## config.mk

```make
export PLATFORM = sky130hd
export DESIGN_NAME = ddc_buf_rd_sched
export DESIGN_NICKNAME = d
export VERILOG_FILES = /design/src/rtl/ddc_buf_rd_sched.sv
export SDC_FILE = /design/constraint.sdc
export NUM_CORES = 1
export LEC_CHECK = 0
export CAP_MARGIN = 10
export CORE_UTILIZATION = 58
export CTS_CLUSTER_SIZE = 14
export DETAILED_ROUTE_END_ITERATION = 7
export MAX_ROUTING_LAYER = met4
export PLACE_DENSITY = 0.89
export SYNTH_ARGS = -nofsm -noshare
export SYNTH_HDL_FRONTEND = slang
export SYNTH_SLANG_ARGS = --single-unit
```

## constraint.sdc

```tcl
create_clock -name lbs_clk -period 8.92 [get_ports lbs_clk]
set_clock_uncertainty 0.2 [all_clocks]
set_input_delay 2.676 -clock lbs_clk [delete_from_list [all_inputs] [get_ports lbs_clk]]
set_output_delay 2.676 -clock lbs_clk [all_outputs]
set_load 0.1 [all_outputs]
```

## src/rtl/ddc_buf_rd_sched.sv

```systemverilog
// Read-side scheduler for the circular DDC capture RAM: waits for a buffered frame, streams it out.
// Optional statistics counters (frame_cnt, ovr_cnt) are built when DDC_RD_STAT_EN is defined.
module ddc_buf_rd_sched #(
  parameter int U_DLY      = 1,
  parameter int DEPTH      = 11521,
  parameter int FRAME_LEN  = 256,
  parameter int RD_LAT     = 1,
  parameter int OVR_MARGIN = 64
) (
  input  logic        lbs_clk,
  input  logic        rst,
  input  logic        enable,
  input  logic [13:0] wr_ptr,
  output logic [13:0] ram_addr,
  input  logic [31:0] ram_rdata,
  output logic        m_tvalid,
  input  logic        m_tready,
  output logic [31:0] m_tdata,
  output logic        m_tlast,
  output logic        busy,
  output logic        frame_done,
  output logic        ovr_flag,
  input  logic        ovr_clr,
  output logic [1:0]  dbg_state
`ifdef DDC_RD_STAT_EN
  ,
  output logic [15:0] frame_cnt,
  output logic [7:0]  ovr_cnt
`endif
);

  if (RD_LAT < 1 || RD_LAT > 3 || FRAME_LEN < 1 || FRAME_LEN > DEPTH - OVR_MARGIN - 1 || U_DLY < 0)
  begin : g_bad_param
    $error("ddc_buf_rd_sched: parameter out of range");
  end

  // Stream handshake: a beat transfers when m_tvalid & m_tready; tvalid/tdata/tlast hold until then.
  typedef enum logic [1:0] {
    S_IDLE  = 2'd0,
    S_WAIT  = 2'd1,
    S_READ  = 2'd2,
    S_DRAIN = 2'd3
  } state_t;

  localparam logic [14:0] DEPTH15   = 15'(DEPTH);
  localparam logic [14:0] OVR_TH    = 15'(DEPTH - OVR_MARGIN);
  localparam logic [14:0] FRAME15   = 15'(FRAME_LEN);
  localparam logic [13:0] LAST_ADDR = 14'(DEPTH - 1);

  state_t        state_q, state_d;
  logic [13:0]   rd_ptr_q, rd_ptr_d;
  logic [14:0]   fill_q, fill_d;
  logic [14:0]   cnt_q, cnt_d;
  logic [13:0]   ram_addr_q, ram_addr_d;
  logic [RD_LAT:0] tag_v_q, tag_v_d;
  logic [RD_LAT:0] tag_l_q, tag_l_d;
  logic [3:0]    bv_q, bv_d;
  logic [3:0]    bl_q, bl_d;
  logic [31:0]   bd_q [4];
  logic [31:0]   bd_d [4];
  logic          frame_done_q, frame_done_d;
  logic          ovr_flag_q, ovr_flag_d;
  logic          busy_q;
  logic          issue, last_issue, pop, capture, ovr_ev;
  logic [2:0]    occ, inflight, widx;
`ifdef DDC_RD_STAT_EN
  logic [15:0]   frame_cnt_q, frame_cnt_d;
  logic [7:0]    ovr_cnt_q, ovr_cnt_d;
`endif

  always_comb begin
    state_d      = state_q;
    rd_ptr_d     = rd_ptr_q;
    cnt_d        = cnt_q;
    ram_addr_d   = ram_addr_q;
    frame_done_d = 1'b0;
    ovr_ev       = 1'b0;
    issue        = 1'b0;
    occ          = 3'd0;
    inflight     = 3'd0;
    for (int i = 0; i < 4; i++) occ = occ + {2'b00, bv_q[i]};
    for (int i = 0; i <= RD_LAT; i++) inflight = inflight + {2'b00, tag_v_q[i]};
    pop = bv_q[0] & m_tready;

    case (state_q)
      S_IDLE: begin
        rd_ptr_d = wr_ptr;
        if (enable) state_d = S_WAIT;
      end
      S_WAIT: begin
        if (fill_q > OVR_TH) begin
          rd_ptr_d = wr_ptr;
          ovr_ev   = 1'b1;
        end else if (!enable) begin
          state_d = S_IDLE;
        end else if (fill_q >= FRAME15) begin
          cnt_d   = FRAME15;
          state_d = S_READ;
        end
      end
      S_READ: begin
        // Buffered plus in-flight reads never exceed the four buffer slots.
        if (({1'b0, occ} + {1'b0, inflight}) < 4'd4) begin
          issue      = 1'b1;
          ram_addr_d = rd_ptr_q;
          rd_ptr_d   = (rd_ptr_q == LAST_ADDR) ? 14'd0 : rd_ptr_q + 14'd1;
          cnt_d      = cnt_q - 15'd1;
          if (cnt_q == 15'd1) state_d = S_DRAIN;
        end
      end
      S_DRAIN: begin
        if (pop && bl_q[0]) begin
          frame_done_d = 1'b1;
          state_d      = S_WAIT;
        end
      end
      default: state_d = S_IDLE;
    endcase

    last_issue = issue && (cnt_q == 15'd1);
    tag_v_d    = {tag_v_q[RD_LAT-1:0], issue};
    tag_l_d    = {tag_l_q[RD_LAT-1:0], last_issue};
    capture    = tag_v_q[RD_LAT];

    bv_d = bv_q;
    bl_d = bl_q;
    bd_d = bd_q;
    if (pop) begin
      for (int i = 0; i < 3; i++) begin
        bv_d[i] = bv_q[i+1];
        bl_d[i] = bl_q[i+1];
        bd_d[i] = bd_q[i+1];
      end
      bv_d[3] = 1'b0;
      bl_d[3] = 1'b0;
      bd_d[3] = 32'd0;
    end
    widx = occ - {2'b00, pop};
    for (int i = 0; i < 4; i++) begin
      if (capture && widx == 3'(i)) begin
        bv_d[i] = 1'b1;
        bl_d[i] = tag_l_q[RD_LAT];
        bd_d[i] = ram_rdata;
      end
    end

    ovr_flag_d = ovr_ev ? 1'b1 : (ovr_clr ? 1'b0 : ovr_flag_q);

    // Fill tracks the next read pointer so a resync is never seen twice as an overrun.
    fill_d = (wr_ptr >= rd_ptr_d) ? ({1'b0, wr_ptr} - {1'b0, rd_ptr_d})
                                  : ({1'b0, wr_ptr} + DEPTH15 - {1'b0, rd_ptr_d});

`ifdef DDC_RD_STAT_EN
    frame_cnt_d = ovr_clr ? 16'd0 : frame_cnt_q;
    if (frame_done_d) frame_cnt_d = frame_cnt_d + 16'd1;
    ovr_cnt_d = ovr_clr ? 8'd0 : ovr_cnt_q;
    if (ovr_ev && ovr_cnt_d != 8'hFF) ovr_cnt_d = ovr_cnt_d + 8'd1;
`endif
  end

  always_ff @(posedge lbs_clk or posedge rst) begin
    if (rst) begin
      state_q      <= S_IDLE;
      rd_ptr_q     <= 14'd0;
      fill_q       <= 15'd0;
      cnt_q        <= 15'd0;
      ram_addr_q   <= 14'd0;
      tag_v_q      <= '0;
      tag_l_q      <= '0;
      bv_q         <= 4'd0;
      bl_q         <= 4'd0;
      for (int i = 0; i < 4; i++) bd_q[i] <= 32'd0;
      frame_done_q <= 1'b0;
      ovr_flag_q   <= 1'b0;
      busy_q       <= 1'b0;
`ifdef DDC_RD_STAT_EN
      frame_cnt_q  <= 16'd0;
      ovr_cnt_q    <= 8'd0;
`endif
    end else begin
      state_q      <= state_d;
      rd_ptr_q     <= rd_ptr_d;
      fill_q       <= fill_d;
      cnt_q        <= cnt_d;
      ram_addr_q   <= ram_addr_d;
      tag_v_q      <= tag_v_d;
      tag_l_q      <= tag_l_d;
      bv_q         <= bv_d;
      bl_q         <= bl_d;
      for (int i = 0; i < 4; i++) bd_q[i] <= bd_d[i];
      frame_done_q <= frame_done_d;
      ovr_flag_q   <= ovr_flag_d;
      busy_q       <= (state_d != S_IDLE);
`ifdef DDC_RD_STAT_EN
      frame_cnt_q  <= frame_cnt_d;
      ovr_cnt_q    <= ovr_cnt_d;
`endif
    end
  end

  assign ram_addr   = ram_addr_q;
  assign m_tvalid   = bv_q[0];
  assign m_tdata    = bd_q[0];
  assign m_tlast    = bl_q[0];
  assign busy       = busy_q;
  assign frame_done = frame_done_q;
  assign ovr_flag   = ovr_flag_q;
  assign dbg_state  = state_q;
`ifdef DDC_RD_STAT_EN
  assign frame_cnt  = frame_cnt_q;
  assign ovr_cnt    = ovr_cnt_q;
`endif

endmodule

```

=== After elaboration in Yosys (flattened, before gate mapping) ===
Index checks and enable logic that the tools add are counted.

* Latch bits: 0
* Memories: 0
* Bits in read-only memories: 0
* Bits in registers: 203
* Bits of input ports: 51
* Output and inout port bits: 53
* Word-level logic and storage cells: 108
* RAM bits: 0

* Equal/unequal tests: 12
* Multipliers: 0
* Shifts and indexed selects: 0
* Reduce and logical (&&, ||, !) cells: 17
* Bitwise logic cells: 1
* Order comparisons: 4
* Muxes and demuxes: 41
* Divide/modulo/power cells: 0
* $add $sub $neg: 11

{| class="wikitable"
|+ Operators with widths
! operator !! count
|-
| $mux W128 || 1
|-
| $mux W32 || 4
|-
| $mux W15 || 5
|-
| $mux W14 || 3
|-
| $pmux W14 S3 || 1
|-
| $pmux W15 S2 || 1
|-
| $mux W1 || 16
|-
| $add A14 B14 Y15 const B || 1
|-
| $eq A15 B1 Y1 const B || 1
|-
| $ge A15 B9 Y1 const B || 1
|-
| $gt A15 B14 Y1 const B || 1
|-
| $sub A14 B14 Y15 || 1
|-
| $sub A15 B1 Y15 const B || 1
|-
| $sub A15 B14 Y15 || 1
|-
| $add A14 B1 Y14 const B || 1
|-
| $eq A14 B14 Y1 const B || 1
|-
| $ge A14 B14 Y1 || 1
|-
| $mux W2 || 7
|-
| $reduce_bool A2 Y1 || 7
|-
| $mux W4 || 2
|-
| $ne A2 B2 Y1 const B || 4
|-
| $pmux W2 S4 || 1
|-
| $eq A3 B2 Y1 const B || 2
|-
| $logic_and A1 B1 Y1 || 6
|-
| other kinds (14) || 16
|}

=== Depth between registers and ports, before layout ===
* Word-level depth: 9
* Mapped depth: 22
* Mapped depth without buffers: 21

=== Worst setup path before layout ===
No wires, ideal clock.

* Path kind: register to register
* From: register bv_q[0]
* To: register fill_q[14]
* Slack: 2.835 ns
* Cell stages (with the launch flop): 23
* Setup time: 0.096 ns
* Data required time: 8.624 ns
* Arrival: 5.790 ns
* Period minus slack after synthesis: 6.085 ns
* Buffers on the path: 2
* Path through: dfrtp_1 > inv_1 > fa_1 > inv_1 > ha_1 > ha_1 > a21o_1 > a211oi_2 > nand3_1 > or3_1 > a22o_1 > a22oi_1 > ha_1 > inv_1 > fa_1 > nand3b_1 > a311oi_1 > a21o_1 > a31o_2 > clkbuf_1 > clkbuf_1 > o211ai_1 > o31ai_1

* Word-level cells in the longest chain between the ends: 9

{| class="wikitable"
|+ Ends and longest elaborated chain
! element !! line !! text
|-
| start: declaration || 57 || <nowiki>logic [3:0] bv_q, bv_d;</nowiki>
|-
| start signal: assignment || 188 || <nowiki>bv_q <= bv_d;</nowiki>
|-
| $add A1 B1 Y2 * || 81 || <nowiki>for (int i = 0; i < 4; i++) occ = occ + {2'b00, bv_q[i]};</nowiki>
|-
| $add A2 B1 Y3 * || 81 ||
|-
| $add A3 B1 Y3 * || 81 ||
|-
| $add A3 B2 Y4 * || 103 || <nowiki>if (({1'b0, occ} + {1'b0, inflight}) < 4'd4) begin</nowiki>
|-
| $lt A4 B3 Y1 * || 103 ||
|-
| $mux W14 * || 103 ||
|-
| $pmux W14 S3 * || 85 || <nowiki>case (state_q)</nowiki>
|-
| $sub A15 B14 Y15 (tied with other cells) || 151 || <nowiki>: ({1'b0, wr_ptr} + DEPTH15 - {1'b0, rd_ptr_d});</nowiki>
|-
| $mux W15 * || 150 || <nowiki>fill_d = (wr_ptr >= rd_ptr_d) ? ({1'b0, wr_ptr} - {1'b0, rd_ptr_d})</nowiki>
|-
| named net fill_d[14] || 52 || <nowiki>logic [14:0] fill_q, fill_d;</nowiki>
|-
| end signal: assignment || 183 || <nowiki>fill_q <= fill_d;</nowiki>
|-
| end: declaration || 52 ||
|}

Mark *: on every way through the listed nets, which the timed path passes. The rest lies on a longest branch.
A chain may end at the register's enable or synchronous reset.

=== Final worst setup path ===
* From: register bv_q[0]
* To: register fill_q[9]

The elaborated chain is that of the path after synthesis.

==> reports/results.ini <==
[synth]
synthesis.nets=1411
synth-seq-cells=202
synth_flop_cell=dfrtp_1
async_flop_share_pct=100.0
yosysSeqAreaShare_pct=44.88
synth_cell_types=75
synth_edf_count=0
ys_warn_count=0
synthCells=1308
avgSynthCellArea_um2=8.610
netlist_area_um2=11260

[cells_and_area]
most-common-layout-cells=nand2_1 (305), dfrtp_1 (202), nor2_1 (137)
area_growth_pct=14.54
antenna_cells=0
final_net_count=1440
drive_gt1_share_pct=5.547
final_common_cell=nand2_1

[place]
portBuffers=103
dpl.hpwl_um=18370
place_congestion=0.9141

[worst_setup_path]
reg2reg_from=bv_q[0]
critPathRequiredTime_ps=9130
rr_worst_depth=20
startpoint=bv_q[0]
rrSetupSlack_ps=2540
worstPathArrival_ps=6590
crit_type=reg -> reg
cp_max_fo=24
r2r_end=fill_q[9]
worstSetupStartpointType=flop
crit_path_end_kind=flop

[clock_tree]
cts_hold_buf=0
cts_sinks=202
cts_tree=built
cts-root-buf=clkbuf_16
cts_buffer_depth=3
clock_latency_ps=510
cts_max_level=1
cts-resized-gates=0
cts_made_buffers=22
clk_pin_slew_ps=60
cts_setup_buffers=0

[hold_path]
min_delay_worst_endpoint=tag_l_q[1]
min-delay-start=tag_l_q[0]
min_path_type=reg -> reg
min_path_cells=0

[run]
cap_violations=0

[die]
die_w_um=141.3
core_um2=18890
initial_core_util_pct=59.61
ios=104
die_h_um=141.3
die_area_um2=19980
row_count=50

[outcome]
status=finished, final reports clean

[drt]
route.detailed.wl_per_inst_um=17.40
vias=9830
wirelength_um=28040
firstDrtPassIters=7
drtIter0Drc=1139
ant_nets=0
vias_per_cell=6.098
drc=0

[sta]
fin_setup_tns_ps=0
hold_violations=0
slew_headroom_pct=19.23
slew_viol_final=0
clock.fmax_ghz=0.1568
tightest_slew_ps=1211
fin_crit_ps=6379
rsz0062_at_grt=no
setup-violations-final=0
fin_crit_sh_pct=71.51

[grt]
grt_pass1_vias=9454
antenna_found_initial=0
grt_use_total_pct=29.52
overflow=0
grt_max_degree=135
grt_pass1_wl_um=46470

## synthesized netlist by cell type (all sizes together), types with 6 or more instances
cell type | n | area, um^2
xor2 | 10 | 87.58
a21oi | 36 | 180.2
fa | 11 | 220.2
nor2 | 137 | 514.2
a22oi | 7 | 52.55
clkbuf | 62 | 234.0
mux2 | 14 | 157.7
nor3 | 15 | 80.08
o22ai | 7 | 43.79
o21bai | 6 | 45.04
a31oi | 108 | 675.7
nor4 | 6 | 43.79
nand3 | 12 | 60.06
nand2b | 10 | 62.56
o21ai | 66 | 330.3
nand4 | 11 | 68.82
dfrtp | 202 | 5055
buf | 44 | 289.0
or4 | 9 | 75.07
nand2 | 308 | 1156
or3 | 6 | 38.79
ha | 41 | 513.0
inv | 50 | 187.7
o21a | 7 | 52.55
o31ai | 9 | 67.56
o211ai | 9 | 67.56
a21o | 11 | 82.58
xnor2 | 17 | 148.9
mux2i | 7 | 70.07
## stage by stage
step                hold WS [ps]  util (%)  instance area (um^2)  instances  worst slack [ps]
floorplan                  131.2         -                 11260       1308             533.3
global placement           134.7     64.47                 12180       1573              2664
detailed placement         139.7     64.47                 12180       1573              2600
CTS                        152.6     68.28                 12900       1612              2628
global route               179.0     68.28                 12900       1612              2179
finish                     149.3     68.28                 12900       1612              2541
## cell type report
| class | instances | area, um^2 |
|---|---|---|
| well taps | 260 | 325.3 |
| clock inverters | 7 | 70.07 |
| fillers | 1373 | 5993 |
| inverters | 50 | 195.2 |
| flip-flops and latches | 202 | 5055 |
| clock buffers | 32 | 649.4 |
| repair buffers | 111 | 1091 |
| multi-input cells | 950 | 5514 |
## logic make-up (layout without fill, tap and decap cells)
logic type / Yosys count / in the layout / share of synthesized area, %
mux: 21 / 21 / 2.022
fa+ha+maj: 52 / 52 / 6.510
simple gates: 539 / 539 / 20.34
buf+inv: 156 / 200 / 6.310
xor+xnor: 27 / 27 / 2.100
compound gates: 311 / 311 / 17.83
flops: 202 / 202 / 44.88
## how the worst max path moves through the flow
| stage | end | slack [ps] |
|---|---|---|
| final | fill_q[9] | 2540 |
| after global routing | fill_q[9] | 2180 |
| after CTS | fill_q[9] | 2630 |
| after detailed placement | fill_q[9] | 2600 |
| after global placement | fill_q[11] | 2660 |
| after floorplan | bd_q[0] | 530 |
## registers in the layout (all words and copies together) (netlist names), 2 cells and up
name       flops
bd_q          96
bl_q           4
bv_q           4
cnt_q         15
dbg_state      2
fill_q        14
m_tdata       32
ram_addr      14
rd_ptr_q      14
tag_l_q        2
tag_v_q        2
## layer usage
layer	global-route usage, %	share of wire [%]	up-vias	routed length [um]
li1	-	-	4564	-
met3	3.881	7.3	93	2039
met4	12.70	4.0	0	1116
met1	38.60	41	4705	11530
met2	46.48	48	468	13360
met5	-	0	-	0
## critical path, cell delays in order, from the launching register on
cell      delay [ps]
dfrtp_1          410
inv_1            110
fa_1             540
inv_1             50
ha_1             290
ha_1             290
a21oi_1          220
o21ai_1          180
o21bai_1         880
inv_1            250
a22o_1           260
a22oi_1          330
ha_1             250
inv_1             60
fa_1             420
nand3b_1         180
a311oi_1         350
a21o_1           160
a31o_2           410
mux2i_1          300
xnor2_1          150
Power is left out: the tool's default activity adds up to more than one toggle a clock period on the data nets, which glitch-free logic cannot reach.
